$ cat src/rtl/mau_pkg.sv
// Shared encodings and memory geometry for the load/store unit.
// Pure definitions: no latency, no flow control.
package mau_pkg;

    typedef enum logic [2:0] {
        OP_LW  = 3'd0,
        OP_LH  = 3'd1,
        OP_LHU = 3'd2,
        OP_LB  = 3'd3,
        OP_LBU = 3'd4,
        OP_SW  = 3'd5,
        OP_SH  = 3'd6,
        OP_SB  = 3'd7
    } mau_op_e;

    typedef enum logic [1:0] {
        ST_IDLE   = 2'd0,
        ST_ACCESS = 2'd1,
        ST_WRITE  = 2'd2,
        ST_RESP   = 2'd3
    } mau_state_e;

    localparam int DM_WORDS = 3072;
    localparam int DM_BYTES = 12288;

    function automatic logic is_misaligned(input logic [2:0] op, input logic [1:0] lo);
        logic bad;
        bad = 1'b0;
        case (op)
            OP_LW, OP_SW:          bad = (lo != 2'b00);
            OP_LH, OP_LHU, OP_SH:  bad = lo[0];
            default:               bad = 1'b0;
        endcase
        return bad;
    endfunction

endpackage

$ cat src/rtl/mau_lane.sv
// Little-endian lane extract/extend for loads and lane merge for sub-word stores.
// Purely combinational; no flow control.
module mau_lane
    import mau_pkg::*;
(
    input  logic [2:0]  i_op,
    input  logic [1:0]  i_addr_lo,
    input  logic [31:0] i_rdata,
    input  logic [31:0] i_wdata,
    output logic [31:0] o_load,
    output logic [31:0] o_merged
);

    logic [4:0]  w_shamt;
    logic [31:0] w_shifted;
    logic [7:0]  w_byte;
    logic [15:0] w_half;
    logic [31:0] w_bmask;

    assign w_shamt   = {i_addr_lo, 3'b000};
    assign w_shifted = i_rdata >> w_shamt;
    assign w_byte    = w_shifted[7:0];
    assign w_half    = i_addr_lo[1] ? i_rdata[31:16] : i_rdata[15:0];
    assign w_bmask   = 32'h0000_00FF << w_shamt;

    always_comb begin
        o_load = 32'h0;
        case (i_op)
            OP_LW:   o_load = i_rdata;
            OP_LH:   o_load = {{16{w_half[15]}}, w_half};
            OP_LHU:  o_load = {16'h0, w_half};
            OP_LB:   o_load = {{24{w_byte[7]}}, w_byte};
            OP_LBU:  o_load = {24'h0, w_byte};
            default: o_load = 32'h0;
        endcase
    end

    always_comb begin
        o_merged = i_rdata;
        case (i_op)
            OP_SH:   o_merged = i_addr_lo[1] ? {i_wdata[15:0], i_rdata[15:0]}
                                             : {i_rdata[31:16], i_wdata[15:0]};
            OP_SB:   o_merged = (i_rdata & ~w_bmask) | ({24'h0, i_wdata[7:0]} << w_shamt);
            default: o_merged = i_rdata;
        endcase
    end

endmodule

$ cat src/rtl/mem_access_unit.sv
// CPU load/store unit over a 3072-word data memory; 2-cycle response (3 for SH/SB read-modify-write).
// Accepts one request at a time in IDLE; response held until resp_ready.
module mem_access_unit
    import mau_pkg::*;
(
    input  logic        i_clk,
    input  logic        i_rst_n,
    input  logic        i_req_valid,
    output logic        o_req_ready,
    input  logic [2:0]  i_req_op,
    input  logic [31:0] i_req_addr,
    input  logic [31:0] i_req_wdata,
    input  logic [31:0] i_req_pc,
    output logic        o_resp_valid,
    input  logic        i_resp_ready,
    output logic [31:0] o_resp_rdata,
    output logic        o_resp_exc,
    output logic [11:0] o_mem_addr,
    output logic        o_mem_we,
    output logic [31:0] o_mem_wdata,
    input  logic [31:0] i_mem_rdata,
    output logic [31:0] o_mem_pc
);

    mau_state_e  r_state;
    mau_op_e     r_op;
    logic [1:0]  r_addr_lo;
    logic        r_req_ready;
    logic        r_resp_valid;
    logic [31:0] r_resp_rdata;
    logic        r_resp_exc;
    logic [11:0] r_mem_addr;
    logic        r_mem_we;
    logic [31:0] r_mem_wdata;
    logic [31:0] r_mem_pc;

    logic        w_err;
    logic [31:0] w_load;
    logic [31:0] w_merged;

    assign w_err = is_misaligned(i_req_op, i_req_addr[1:0]) || (i_req_addr >= 32'(DM_BYTES));

    // r_mem_wdata carries the latched store data until the merge overwrites it
    mau_lane u_lane (
        .i_op      (r_op),
        .i_addr_lo (r_addr_lo),
        .i_rdata   (i_mem_rdata),
        .i_wdata   (r_mem_wdata),
        .o_load    (w_load),
        .o_merged  (w_merged)
    );

    always_ff @(posedge i_clk or negedge i_rst_n) begin
        if (!i_rst_n) begin
            r_state      <= ST_IDLE;
            r_op         <= OP_LW;
            r_addr_lo    <= 2'b00;
            r_req_ready  <= 1'b1;
            r_resp_valid <= 1'b0;
            r_resp_rdata <= 32'h0;
            r_resp_exc   <= 1'b0;
            r_mem_addr   <= 12'h0;
            r_mem_we     <= 1'b0;
            r_mem_wdata  <= 32'h0;
            r_mem_pc     <= 32'h0;
        end else begin
            r_mem_we <= 1'b0;
            case (r_state)
                ST_IDLE: begin
                    if (i_req_valid) begin
                        r_op         <= mau_op_e'(i_req_op);
                        r_addr_lo    <= i_req_addr[1:0];
                        r_mem_pc     <= i_req_pc;
                        r_resp_exc   <= w_err;
                        r_resp_rdata <= 32'h0;
                        r_req_ready  <= 1'b0;
                        r_state      <= ST_ACCESS;
                        if (!w_err) begin
                            r_mem_addr  <= i_req_addr[13:2];
                            r_mem_wdata <= i_req_wdata;
                            r_mem_we    <= (i_req_op == OP_SW);
                        end
                    end
                end
                // Faulted requests idle through this slot so every 2-cycle response lines up
                ST_ACCESS: begin
                    if (r_resp_exc) begin
                        r_resp_valid <= 1'b1;
                        r_state      <= ST_RESP;
                    end else if (r_op == OP_SH || r_op == OP_SB) begin
                        r_mem_wdata <= w_merged;
                        r_mem_we    <= 1'b1;
                        r_state     <= ST_WRITE;
                    end else begin
                        if (r_op != OP_SW) r_resp_rdata <= w_load;
                        r_resp_valid <= 1'b1;
                        r_state      <= ST_RESP;
                    end
                end
                ST_WRITE: begin
                    r_resp_valid <= 1'b1;
                    r_state      <= ST_RESP;
                end
                ST_RESP: begin
                    if (i_resp_ready) begin
                        r_resp_valid <= 1'b0;
                        r_req_ready  <= 1'b1;
                        r_state      <= ST_IDLE;
                    end
                end
                default: r_state <= ST_IDLE;
            endcase
        end
    end

    assign o_req_ready  = r_req_ready;
    assign o_resp_valid = r_resp_valid;
    assign o_resp_rdata = r_resp_rdata;
    assign o_resp_exc   = r_resp_exc;
    assign o_mem_addr   = r_mem_addr;
    assign o_mem_we     = r_mem_we;
    assign o_mem_wdata  = r_mem_wdata;
    assign o_mem_pc     = r_mem_pc;

endmodule

$ cat config.mk
export PLATFORM = sky130hd
export DESIGN_NAME = mem_access_unit
export DESIGN_NICKNAME = d
export VERILOG_FILES = /design/src/rtl/mau_pkg.sv /design/src/rtl/mau_lane.sv /design/src/rtl/mem_access_unit.sv
export SDC_FILE = /design/constraint.sdc
export NUM_CORES = 1
export LEC_CHECK = 0
export CORE_MARGIN = 2
export CORE_UTILIZATION = 33
export CTS_CLUSTER_SIZE = 28
export DETAILED_ROUTE_END_ITERATION = 8
export GPL_ROUTABILITY_DRIVEN = 0
export PLACE_DENSITY = 0.66
export REMOVE_ABC_BUFFERS = 1
export SYNTH_ARGS = -nofsm -noshare
export SYNTH_HDL_FRONTEND = slang
export SYNTH_SLANG_ARGS = --single-unit
$ cat constraint.sdc
create_clock -name i_clk -period 4.6 [get_ports i_clk]
set_clock_uncertainty 0.1 [all_clocks]
set_input_delay 0.92 -clock i_clk [delete_from_list [all_inputs] [get_ports i_clk]]
set_output_delay 0.92 -clock i_clk [all_outputs]
set_load 0.05 [all_outputs]
==> results of run 1 <==
[final cells by class]
| cell class | instances | area, sq um | share of cell area |
|---|---|---|---|
| antenna | 1 | 2.502 | 0.0002776 |
| clock buffer | 24 | 501.7 | 0.05566 |
| clock inverter | 7 | 68.82 | 0.007635 |
| inverter | 8 | 30.03 | 0.003331 |
| multi-input combinational | 340 | 2633 | 0.2921 |
| sequential | 119 | 2979 | 0.3305 |
| tap | 225 | 281.5 | 0.03123 |
| timing repair buffer | 252 | 2517 | 0.2793 |
[cells in the final DEF (no fill, tap or decap), types with 2 or more instances in the layout]
cell type / instances
clkdlybuf4s50_1: 245
dfrtp_1: 118
mux2_2: 58
nand2_1: 42
nor2_1: 42
a21oi_1: 27
a221o_1: 23
a22o_1: 17
clkbuf_16: 17
o21ai_0: 16
mux2i_1: 16
mux2_4: 10
a31oi_1: 9
a22oi_1: 8
inv_1: 7
nand2b_1: 7
a221oi_1: 7
o2bb2ai_1: 7
buf_4: 6
clkbuf_8: 5
nor4_1: 4
mux2_1: 4
nor3_1: 4
o22ai_1: 3
ha_1: 3
clkinv_2: 3
nor2b_1: 2
and3_1: 2
and3b_1: 2
a21oi_4: 2
o31ai_1: 2
nand3_1: 2
o21ai_1: 2
clkbuf_1: 2
clkinvlp_4: 2
[flip-flops by register name, summed over array words and instances (netlist names)]
name / count
o_req_ready: 1
o_mem_wdata: 32
o_resp_exc: 1
r_op: 3
o_mem_addr: 12
o_resp_valid: 1
r_state: 2
o_mem_pc: 32
o_resp_rdata: 32
r_addr_lo: 2
o_mem_we: 1
[cell families after synthesis]
kind of cell | after synthesis | synth area share
AO/OA/AOI/OAI | 133 | 0.1789
multiplexers | 89 | 0.1787
flip-flops | 119 | 0.5164
adder cells (fa/ha/maj) | 4 | 0.008675
AND/OR/NAND/NOR | 114 | 0.08849
buffers and inverters | 37 | 0.02884
[path summary, 6_finish.rpt]
path / cells past startpoint / slack (ns) / start / to
worst min register to register: 2 / 0.38 / o_resp_rdata[11]$_DFFE_PN0P_ / o_resp_rdata[11]$_DFFE_PN0P_
worst max-delay path: 6 / 1.05 / i_req_addr[29] / o_mem_wdata[17]$_DFFE_PN0P_
min in group asynchronous: 1 / 0.46 / i_rst_n / o_resp_rdata[21]$_DFFE_PN0P_
worst max register to register: 7 / 1.28 / r_state[1]$_DFFE_PN0P_ / o_resp_rdata[0]$_DFFE_PN0P_
worst min-delay path: 2 / 0.38 / o_resp_rdata[11]$_DFFE_PN0P_ / o_resp_rdata[11]$_DFFE_PN0P_
max in group asynchronous: 2 / 3.11 / i_rst_n / o_resp_rdata[1]$_DFFE_PN0P_
[where the power goes]
part / leakage (nW) / switching (W) / total (W) / internal, W
logic: 2.04 / 0.00220 / 0.00356 / 0.00137
clock network: 0.278 / 0.000473 / 0.00128 / 0.000809
registers: 1.50 / 0.000353 / 0.00178 / 0.00143
[metal layers]
layer,part of all wire,GRT usage,routed length [microns]
met2,0.47,0.3571,9662
met3,0.11,0.07905,2211
met4,0.021,0.08854,431
met1,0.40,0.2740,8173
met5,0,0,0
[critical path: stages]
cell and delay [ns]:
clkdlybuf4s50_1 0.42, or4_4 0.55, a2111oi_4 0.45, o2111ai_4 0.26, a21oi_4 0.71, mux2_2 0.41
[cell usage after synthesis (all sizes together), types with 8 or more instances]
master  count  share of area
a22o       17          0.026
nor2       43          0.028
mux2       72           0.15
a21oi      29          0.029
buf         9          0.011
mux2i      16          0.028
a31oi       9         0.0098
dfrtp     118           0.51
o21ai      18          0.016
clkbuf     20          0.013
a221o      23          0.040
a22oi       8          0.010
nand2      42          0.027
[through the flow]
| stage | cell area, sq um | hold slack [ns] | power (W) | instances | util |
|---|---|---|---|---|---|
| finish | 9014 | 0.3843 | 0.006631 | 976 | 0.5248 |
| detailed placement | 8441 | 0.3748 | 0.005351 | 944 | 0.4914 |
| global route | 9011 | 0.4067 | 0.006945 | 975 | 0.5246 |
| floorplan | 5633 | 0.4760 | 0.004059 | 467 | - |
| CTS | 9011 | 0.3900 | 0.006661 | 975 | 0.5246 |
| global placement | 8441 | 0.3663 | 0.005280 | 944 | 0.4914 |
==> results.sh, run 1 <==
export IMPL_area_growth_pct=56.24
export IMPL_cp_arrival_ns=3.74
export IMPL_ctsResizeCount=0
export IMPL_overflow=0
export IMPL_nFillCells=1556
export IMPL_core_sq_um=17180
export IMPL_hold_path_class="reg -> reg"
export IMPL_crit_required_ns=4.80
export IMPL_fp_row_count=48
export IMPL_grt_pass1_wl_mm=30.82
export IMPL_hold_violations=0
export IMPL_drv_slew=0
export IMPL_via_per_inst=5.369
export IMPL_antenna_found_initial=1
export IMPL_ioPinCount=247
export IMPL_setup_violations=0
export IMPL_cp_start_kind="primary input"
export IMPL_grt_max_degree=64
export IMPL_rsz0062_at_grt="false"
export IMPL_layout_setup_ws_ns=1.054
export IMPL_cts_made_buffers=17
export IMPL_vias=5240
export IMPL_path_class="in -> reg"
export IMPL_wirelength_mm=20.48
export IMPL_wire_per_inst_microns=20.98
export IMPL_die_area_sq_um=18560
export IMPL_period_minus_slack_ns=3.546
export IMPL_htreeDepth=4
export IMPL_post_place_ws_ns=0.6489
export IMPL_status="finished clean"
export IMPL_grt_usage=0.2227
export IMPL_clkTransAtPathRegs_ns=0.05
export IMPL_ys_seq_elements=119
export IMPL_ys_flop_type="dfrtp_1"
export IMPL_maxSlewHeadroom=0.2232
export IMPL_cts_root_buf="clkbuf_16"
export IMPL_p_leak_nw=3.819
export IMPL_finalCritPeriodShare=0.7709
export IMPL_layout_drive_gt1_share=0.1533
export IMPL_synth_seq_area_share=0.5164
export IMPL_cts_tree="done"
export IMPL_worstSkewPairLatency_ns=0.41
export IMPL_fin_tns_setup_ns=0
export IMPL_clock_path_buffers=2
export IMPL_port_buffers=246
export IMPL_clkSinkCount=119
export IMPL_cts_setup_buffers=0
export IMPL_synth_area_per_cell_sq_um=11.63
export IMPL_syn_instance_count=496
export IMPL_drc_errors=0
export IMPL_yosysUniqueCellTypes=52
export IMPL_cts_hold_buf=0
export IMPL_grt_pass1_vias=5407
export IMPL_endpoint_kind="flop"
export IMPL_async_flop_share=1.000
export IMPL_first_pass_iters=5
export IMPL_drt_iter0_drc=340
export IMPL_max_freq_mhz=282.0
export IMPL_cellPowerDensity_nw_per_um2=735.7
export IMPL_synth_warnings=0
export IMPL_die_h_microns=136.2
export IMPL_postRouteAntennaNets=0
export IMPL_nets=877
export IMPL_critical_path_max_fanout=16
export IMPL_dieWidth_microns=136.2
export IMPL_worst_pin_slew_ns=1.162
export IMPL_syn_cell_area_sq_um=5769
export IMPL_ir_drop_uv=520.1
export IMPL_initial_utilization=0.3359
export IMPL_synth_edf_count=0
export IMPL_dp_hpwl_mm=14.71
export IMPL_drv_cap=0
No activity file was read; power rests on OpenSTA's default activity.
==> run 2: changes to the inputs <==
==> constraint.sdc (replaced) <==
create_clock -name i_clk -period 3.3 [get_ports i_clk]
set_clock_uncertainty 0.1 [all_clocks]
set_input_delay 0.66 -clock i_clk [delete_from_list [all_inputs] [get_ports i_clk]]
set_output_delay 0.66 -clock i_clk [all_outputs]
set_load 0.05 [all_outputs]
==> run 2 against run 1 <==
Cell area up 1.6%. Combinational power grew 42%. Cell count grew 0.72%. Via count grew 1.0%. Critical path depth up 1. Flip-flop and latch count unchanged. Core utilization increased by 0.86 points. Sequential share of layout area fell by 0.53 points. Sequential power up 39%. Clock-buffer cell count decreased by 4. Wire length down 0.82%. Global-route usage about the same. Largest cell class unchanged. Largest power group unchanged.
==> results.sh, run 2 (synthesis gave the netlist of run 1 again) <==
export IMPL_first_pass_iters=5
export IMPL_final_area_sq_um=9161
export IMPL_rsz0062_at_grt="false"
export IMPL_die_area_sq_um=18560
export IMPL_grt_usage=0.2222
export IMPL_r2r_setup_slack_ns=0.61
export IMPL_cts_tree="done"
export IMPL_r2r_end="o_mem_wdata[2]$_DFFE_PN0P_"
export IMPL_initial_utilization=0.3359
export IMPL_drc_errors=0
export IMPL_cp_start_kind="primary input"
export IMPL_crit_required_ns=3.50
export IMPL_nFillCells=1500
export IMPL_vias=5295
export IMPL_postRouteAntennaNets=0
export IMPL_status="finished clean"
export IMPL_p_seq_frac=0.259
export IMPL_ctsResizeCount=0
export IMPL_clock_path_buffers=2
export IMPL_r2r_cells=7
export IMPL_mostFrequentLayoutCells="clkdlybuf4s50_1, dfrtp_1, mux2_2"
export IMPL_via_per_inst=5.387
export IMPL_nets=884
export IMPL_cp_arrival_ns=3.10
export IMPL_worst_pin_slew_ns=1.015
export IMPL_cts_root_buf="clkbuf_16"
export IMPL_cts_made_buffers=17
export IMPL_worstSkewPairLatency_ns=0.42
export IMPL_layout_commonest_cell="clkdlybuf4s50_1"
export IMPL_port_buffers=246
export IMPL_seqCellArea_sq_um=2979
export IMPL_maxSlewHeadroom=0.3182
export IMPL_fp_row_count=48
export IMPL_finalPower_w=0.009524
export IMPL_p_sw_frac=0.4460
export IMPL_cts_hold_buf=0
export IMPL_p_sw_w=0.004248
export IMPL_drv_cap=0
export IMPL_path_class="in -> reg"
export IMPL_whs_ns=0.1985
export IMPL_ir_drop_uv=663.4
export IMPL_grt_pass1_wl_mm=30.95
export IMPL_antenna_cells=0
export IMPL_htreeDepth=4
export IMPL_finalCritPeriodShare=0.8780
export IMPL_drv_slew=0
export IMPL_cellPowerDensity_nw_per_um2=1040
export IMPL_die_h_microns=136.2
export IMPL_dpl_cell_area_sq_um=8531
export IMPL_layout_setup_ws_ns=0.4025
export IMPL_antenna_found_initial=1
export IMPL_cts_setup_buffers=0
export IMPL_wire_per_inst_microns=20.66
export IMPL_clkSinkCount=119
export IMPL_internal_power_w=0.005277
export IMPL_period_minus_slack_ns=2.897
export IMPL_area_growth_pct=58.79
export IMPL_clockPowerShare=0.209
export IMPL_clkTransAtPathRegs_ns=0.06
export IMPL_drt_iter0_drc=272
export IMPL_core_sq_um=17180
export IMPL_multi_input_area_sq_um=2633
export IMPL_crit_reg2reg_launch="r_state[1]$_DFFE_PN0P_"
export IMPL_ioPinCount=247
export IMPL_post_place_ws_ns=-0.04001
export IMPL_dp_hpwl_mm=14.70
export IMPL_layout_drive_gt1_share=0.1636
export IMPL_hold_path_class="in -> async"
export IMPL_grt_max_degree=120
export IMPL_max_freq_mhz=345.1
export IMPL_wirelength_mm=20.31
export IMPL_endpoint_kind="flop"
export IMPL_critical_path_max_fanout=13
export IMPL_p_leak_nw=3.896
export IMPL_p_comb_frac=0.532
export IMPL_overflow=0
export IMPL_final_util=0.5334
export IMPL_grt_pass1_vias=5471
export IMPL_dieWidth_microns=136.2
export IMPL_setup_violations=0
export IMPL_hold_violations=0
## run 2: changes by cell type in the layout (fill, tap and decap cells not counted), sizes merged
| cell | before | now |
|---|---|---|
| clkinvlp | 2 | 1 |
| diode | 1 | 0 |
| bufinv | 1 | 4 |
| inv | 7 | 8 |
| clkbuf | 24 | 20 |
| clkinv | 5 | 7 |
| buf | 7 | 14 |
## run 2: how the worst max path moves through the flow
stage,start,depth (start not counted),end
after detailed placement,i_req_addr[29],7,o_mem_wdata[19]$_DFFE_PN0P_
final,i_req_addr[29],7,o_mem_wdata[17]$_DFFE_PN0P_
after CTS,i_req_addr[29],7,o_mem_wdata[17]$_DFFE_PN0P_
after floorplan,r_state[1]$_DFFE_PN0P_,6,o_resp_rdata[16]$_DFFE_PN0P_
after global placement,i_req_addr[29],7,o_mem_wdata[19]$_DFFE_PN0P_
after global routing,i_req_addr[29],7,o_mem_wdata[17]$_DFFE_PN0P_
## run 2: layer usage
metal | track usage | wire length (microns) | vias to the layer above | share of wire
li1 | - | - | 2365 | -
met1 | 0.2779 | 8253 | 2570 | 0.41
met2 | 0.3437 | 9276 | 306 | 0.46
met3 | 0.08315 | 2150 | 52 | 0.11
met4 | 0.09664 | 619 | 2 | 0.030
met5 | 0 | 12 | - | 0.00059
## run 2: through the flow
stage | cells | setup TNS [ns]
2_1_floorplan | 467 | -1.455
3_3_place_gp | 951 | -0.05358
3_5_place_dp | 951 | -0.2634
4_1_cts | 983 | 0
5_1_grt | 983 | 0
6_report | 983 | 0
## run 2: worst max-delay path: stages
cell,delay (ns)
clkdlybuf4s50_1,0.42
or4_4,0.55
a2111oi_4,0.42
o2111ai_4,0.27
a21oi_4,0.25
buf_12,0.18
mux2_2,0.34
## run 2: power groups by stage
stage               Sequential (W)  Combinational, W  Clock, W
floorplan                  0.00404           0.00161         0
global placement           0.00245           0.00499         0
detailed placement         0.00247           0.00507         0
CTS                        0.00246           0.00509   0.00203
global route               0.00254           0.00533   0.00209
finish                     0.00247           0.00507   0.00199
## run 2: layout make-up
type | instances | area share
Timing Repair Buffer | 259 | 0.2846
Inverter | 8 | 0.003278
Multi-Input combinational cell | 340 | 0.2874
Clock inverter | 12 | 0.01898
Clock buffer | 20 | 0.04985
Tap cell | 225 | 0.03073
Sequential cell | 119 | 0.3252
==> run 3: changes to the inputs <==
--- a/config.mk
+++ b/config.mk
@@ -11,6 +11,7 @@
 export DETAILED_ROUTE_END_ITERATION = 8
 export GPL_ROUTABILITY_DRIVEN = 0
 export PLACE_DENSITY = 0.66
+export RECOVER_POWER = 100
 export REMOVE_ABC_BUFFERS = 1
 export SYNTH_ARGS = -nofsm -noshare
 export SYNTH_HDL_FRONTEND = slang
==> run 3 against run 2 <==
The flow now finishes with violations (max-capacitance violations, max-slew violations). Non-clock buffer count did not move. Sequential power barely moved. Worst setup slack got worse by 0.075 ns. Core utilization fell by 0.35 points. Global-route usage did not move. Power fell by 2.9%. Fmax fell by 2.5%. Critical endpoint is now o_mem_wdata[2]$_DFFE_PN0P_.
==> results.sh, run 3 (synthesis gave the netlist of run 1 again) <==
export IMPL_status="complete, but fails checks"
export IMPL_violations="max-capacitance violations, max-slew violations"
export IMPL_drv_slew=120
export IMPL_core_sq_um=17180
export IMPL_cts_setup_buffers=0
export IMPL_place_inst=951
export IMPL_ioPinCount=247
export IMPL_ir_drop_uv=633.5
export IMPL_worstSkewPairLatency_ns=0.42
export IMPL_initial_utilization=0.3359
export IMPL_nFillCells=1509
export IMPL_cellPowerDensity_nw_per_um2=1016
export IMPL_layout_drive_gt1_share=0.1517
export IMPL_clock_path_buffers=2
export IMPL_hold_depth=2
export IMPL_grt_max_degree=120
export IMPL_finalCritPeriodShare=0.9009
export IMPL_rsz0062_at_grt="false"
export IMPL_cp_arrival_ns=3.18
export IMPL_grt_usage=0.2222
export IMPL_fp_row_count=48
export IMPL_critical_path_max_fanout=8
export IMPL_grt_pass1_wl_mm=30.95
export IMPL_layout_commonest_cell="clkdlybuf4s50_1"
export IMPL_antenna_cells=0
export IMPL_post_place_ws_ns=-0.04001
export IMPL_cts_made_buffers=17
export IMPL_overflow=0
export IMPL_die_area_sq_um=18560
export IMPL_worst_pin_slew_ns=1.704
export IMPL_layout_setup_ws_ns=0.3271
export IMPL_die_h_microns=136.2
export IMPL_ctsResizeCount=0
export IMPL_via_per_inst=5.392
export IMPL_cts_root_buf="clkbuf_16"
export IMPL_wire_per_inst_microns=20.66
export IMPL_port_buffers=246
export IMPL_r2r_setup_slack_ns=0.58
export IMPL_instances_no_fill=983
export IMPL_mostFrequentLayoutCells="clkdlybuf4s50_1, dfrtp_1, dlygate4sd3_1"
export IMPL_max_freq_mhz=336.4
export IMPL_cts_tree="done"
export IMPL_first_pass_iters=4
export IMPL_cp_start_kind="primary input"
export IMPL_grt_pass1_vias=5471
export IMPL_htreeDepth=4
export IMPL_period_minus_slack_ns=2.973
export IMPL_drv_cap=1
export IMPL_wirelength_mm=20.30
export IMPL_dieWidth_microns=136.2
export IMPL_clkSinkCount=119
export IMPL_nets=884
export IMPL_maxSlewHeadroom=-0.1360
export IMPL_postRouteAntennaNets=0
export IMPL_r2r_cells=7
export IMPL_drt_iter0_drc=310
export IMPL_dp_hpwl_mm=14.70
export IMPL_p_leak_nw=4.049
export IMPL_vias=5300
export IMPL_hold_violations=0
export IMPL_area_growth_pct=57.75
export IMPL_crit_required_ns=3.50
export IMPL_cts_hold_buf=0
export IMPL_path_class="in -> reg"
export IMPL_clkTransAtPathRegs_ns=0.06
export IMPL_drc_errors=0
export IMPL_antenna_found_initial=1
export IMPL_setup_violations=0
export IMPL_hold_path_class="reg -> reg"
export IMPL_endpoint_kind="flop"
[run 3: cell types whose count changed in the layout (fill, tap and decap cells not counted), sizes merged]
cell	previous run	this run
clkbuf	20	24
clkdlybuf4s50	245	133
dlygate4sd3	0	112
buf	14	10
[run 3: layer usage]
| metal | share of wire | global-route usage |
|---|---|---|
| met5 | 0.00059 | 0 |
| met4 | 0.029 | 0.09664 |
| met3 | 0.12 | 0.08315 |
| met2 | 0.46 | 0.3437 |
| met1 | 0.40 | 0.2779 |
[run 3: layout make-up]
| cell class | instances | area [sq um] | area share |
|---|---|---|---|
| well taps | 225 | 281.5 | 0.03093 |
| multi-input cells | 340 | 2590 | 0.2846 |
| clock inverters | 12 | 173.9 | 0.01911 |
| repair buffers | 259 | 2590 | 0.2846 |
| clock buffers | 20 | 456.7 | 0.05018 |
| inverters | 8 | 30.03 | 0.003299 |
| flip-flops and latches | 119 | 2979 | 0.3273 |
[run 3: worst paths after layout]
| kind | start | to |
|---|---|---|
| max | i_req_addr[29] | o_mem_wdata[2]$_DFFE_PN0P_ |
| min | o_resp_rdata[10]$_DFFE_PN0P_ | o_resp_rdata[10]$_DFFE_PN0P_ |
| max reg2reg | r_state[1]$_DFFE_PN0P_ | o_mem_wdata[2]$_DFFE_PN0P_ |
| min reg2reg | o_resp_rdata[10]$_DFFE_PN0P_ | o_resp_rdata[10]$_DFFE_PN0P_ |
| max in group asynchronous | i_rst_n | o_mem_wdata[3]$_DFFE_PN0P_ |
| min in group asynchronous | i_rst_n | o_resp_rdata[21]$_DFFE_PN0P_ |
[run 3: where the power goes]
part	switching [W]	total [W]	internal, W	leakage, nW
Clock	0.000694	0.00200	0.00130	0.310
Combinational	0.00308	0.00481	0.00173	2.24
Sequential	0.000446	0.00244	0.00199	1.50
[run 3: per-stage QoR]
stage	setup TNS (ns)	cell area, sq um	hold WS [ns]	total power, W	utilization
after floorplan	-1.455	5633	0.2644	0.005657	-
after global placement	-0.05358	8531	0.3683	0.007441	0.4966
after detailed placement	-0.2634	8531	0.3730	0.007541	0.4966
after CTS	0	9161	0.2641	0.009587	0.5334
after global routing	0	9101	0.4024	0.009677	0.5299
final	0	9101	0.3756	0.009247	0.5299
[run 3: critical path, stage by stage]
cell             delay, ns
clkdlybuf4s50_1       0.41
or4_1                 0.57
a2111oi_4             0.38
o2111ai_2             0.34
a211o_1               0.52
a22o_1                0.29
==> RTL edit: new RTL, config.mk and constraints of run 2 <==
Make the reset (`i_rst_n`) synchronous in one clocked block.
--- a/src/rtl/mem_access_unit.sv
+++ b/src/rtl/mem_access_unit.sv
@@ -52,3 +52,3 @@
 
-    always_ff @(posedge i_clk or negedge i_rst_n) begin
+    always_ff @(posedge i_clk) begin
         if (!i_rst_n) begin
Formal check against the unedited RTL: differs if i_rst_n is asserted again (counterexample within 4 cycles, from zero or initial values and one cycle with i_rst_n low); with i_rst_n held inactive, the same outputs for 4 cycles.
==> RTL edit against run 2 <==
Via count is 22% higher. Sequential share of layout area is 7.1 points lower. Sequential cell count stayed put. Final area is 2.4% higher. Wire length is 4.9% higher. First-iteration DRC count is 68% higher. Final cell count is 26% higher. Global-route usage is 1.2 points lower. Setup slack better by 0.35 ns. Area after synthesis is 7.7% higher. Power is 26% lower. Highest routed layer unchanged.
==> RTL edit: results (changes against run 2) <==
[yosys]
synthFlopType=dfxtp_1  ; was dfrtp_1
synth_common_cells=nand2_1, dfxtp_1, a21oi_1  ; was dfrtp_1, mux2_2, nand2_1, nor2_1, a21oi_1
synth_cells=776  ; was 496
synth_cell_types=49  ; was 52
synth_xor_area_share_pct=0.141  ; was 0%
yosysSeqAreaShare_pct=38.3  ; was 51.6%

[setup_path]
rr_worst_depth=8  ; was 7
reg2reg_to=o_resp_rdata[22]$_SDFFE_PN0P_  ; was o_mem_wdata[2]$_DFFE_PN0P_
cp_max_fo=7  ; was 13
arrival_ns=1.79  ; was 3.10 ns

[route]
wl_met3_mm=1.85  ; was 2.15 mm
first_pass_iters=7  ; was 5
vias=6462  ; was 5295
drt_iter0_drc=457  ; was 272

[global_route]
gr-usage-met1_pct=27.5  ; was 27.8%
grt_max_degree=70  ; was 120
grt.met2_usage_pct=32.3  ; was 34.4%
grt_util_all_layers_pct=21.0  ; was 22.2%

[finish]
nets=1129  ; was 884
final-instance-count-excl-fill=1238  ; was 983

[placement]
dpl_worst_slack_ns=0.510  ; was -0.0400 ns
dp.cells=1205  ; was 951
dp_hpwl_mm=15.5  ; was 14.7 mm

[sta]
hold_slack_ns=0.350  ; was 0.198 ns

[run_status]
outcome=completed  ; unchanged

[power]
leakage_nw=3.56  ; was 3.90 nW

[hold_path]
hold_class=flip-flop to flip-flop  ; was input pin to asynchronous set/reset pin

[RTL edit: cell count changes after synthesis, moves of 35 or more]
cell / before / now
mux2i_1: 16 / 67
nand2_1: 42 / 162
dfxtp_1: 0 / 119
mux2_2: 58 / 7
nand3_1: 2 / 37
o211ai_1: 1 / 48
a21oi_1: 27 / 91
dfrtp_1: 118 / 0
[RTL edit: how the worst max path moves through the flow]
stage	slack [ns]	start	depth (start not counted)	endpoint
after floorplan	-0.16	r_state[1]$_SDFFE_PN0P_	7	o_resp_rdata[0]$_SDFFE_PN0P_
after global placement	0.55	i_req_addr[17]	6	o_mem_addr[4]$_SDFFE_PN0P_
after detailed placement	0.51	i_req_addr[17]	6	o_mem_addr[2]$_SDFFE_PN0P_
after CTS	0.76	o_mem_wdata[3]$_SDFFE_PN0P_	1	o_mem_wdata[3]
after global routing	0.65	r_state[0]$_SDFFE_PN0P_	8	o_resp_rdata[12]$_SDFFE_PN0P_
final	0.75	o_mem_wdata[3]$_SDFFE_PN0P_	1	o_mem_wdata[3]
[RTL edit: where the power goes]
group          switching [mW]  internal (mW)
Combinational            2.07           1.15
Sequential              0.239           1.73
Clock                   0.749           1.08
[RTL edit: layout make-up]
type | instances | area, sq um | area share (%)
clock inverter | 14 | 139 | 1.48
inverter | 16 | 60.1 | 0.640
tap | 234 | 293 | 3.12
antenna | 1 | 2.50 | 0.0267
timing repair buffer | 263 | 2600 | 27.7
multi-input combinational | 573 | 3470 | 37.0
sequential | 119 | 2380 | 25.4
clock buffer | 18 | 439 | 4.68
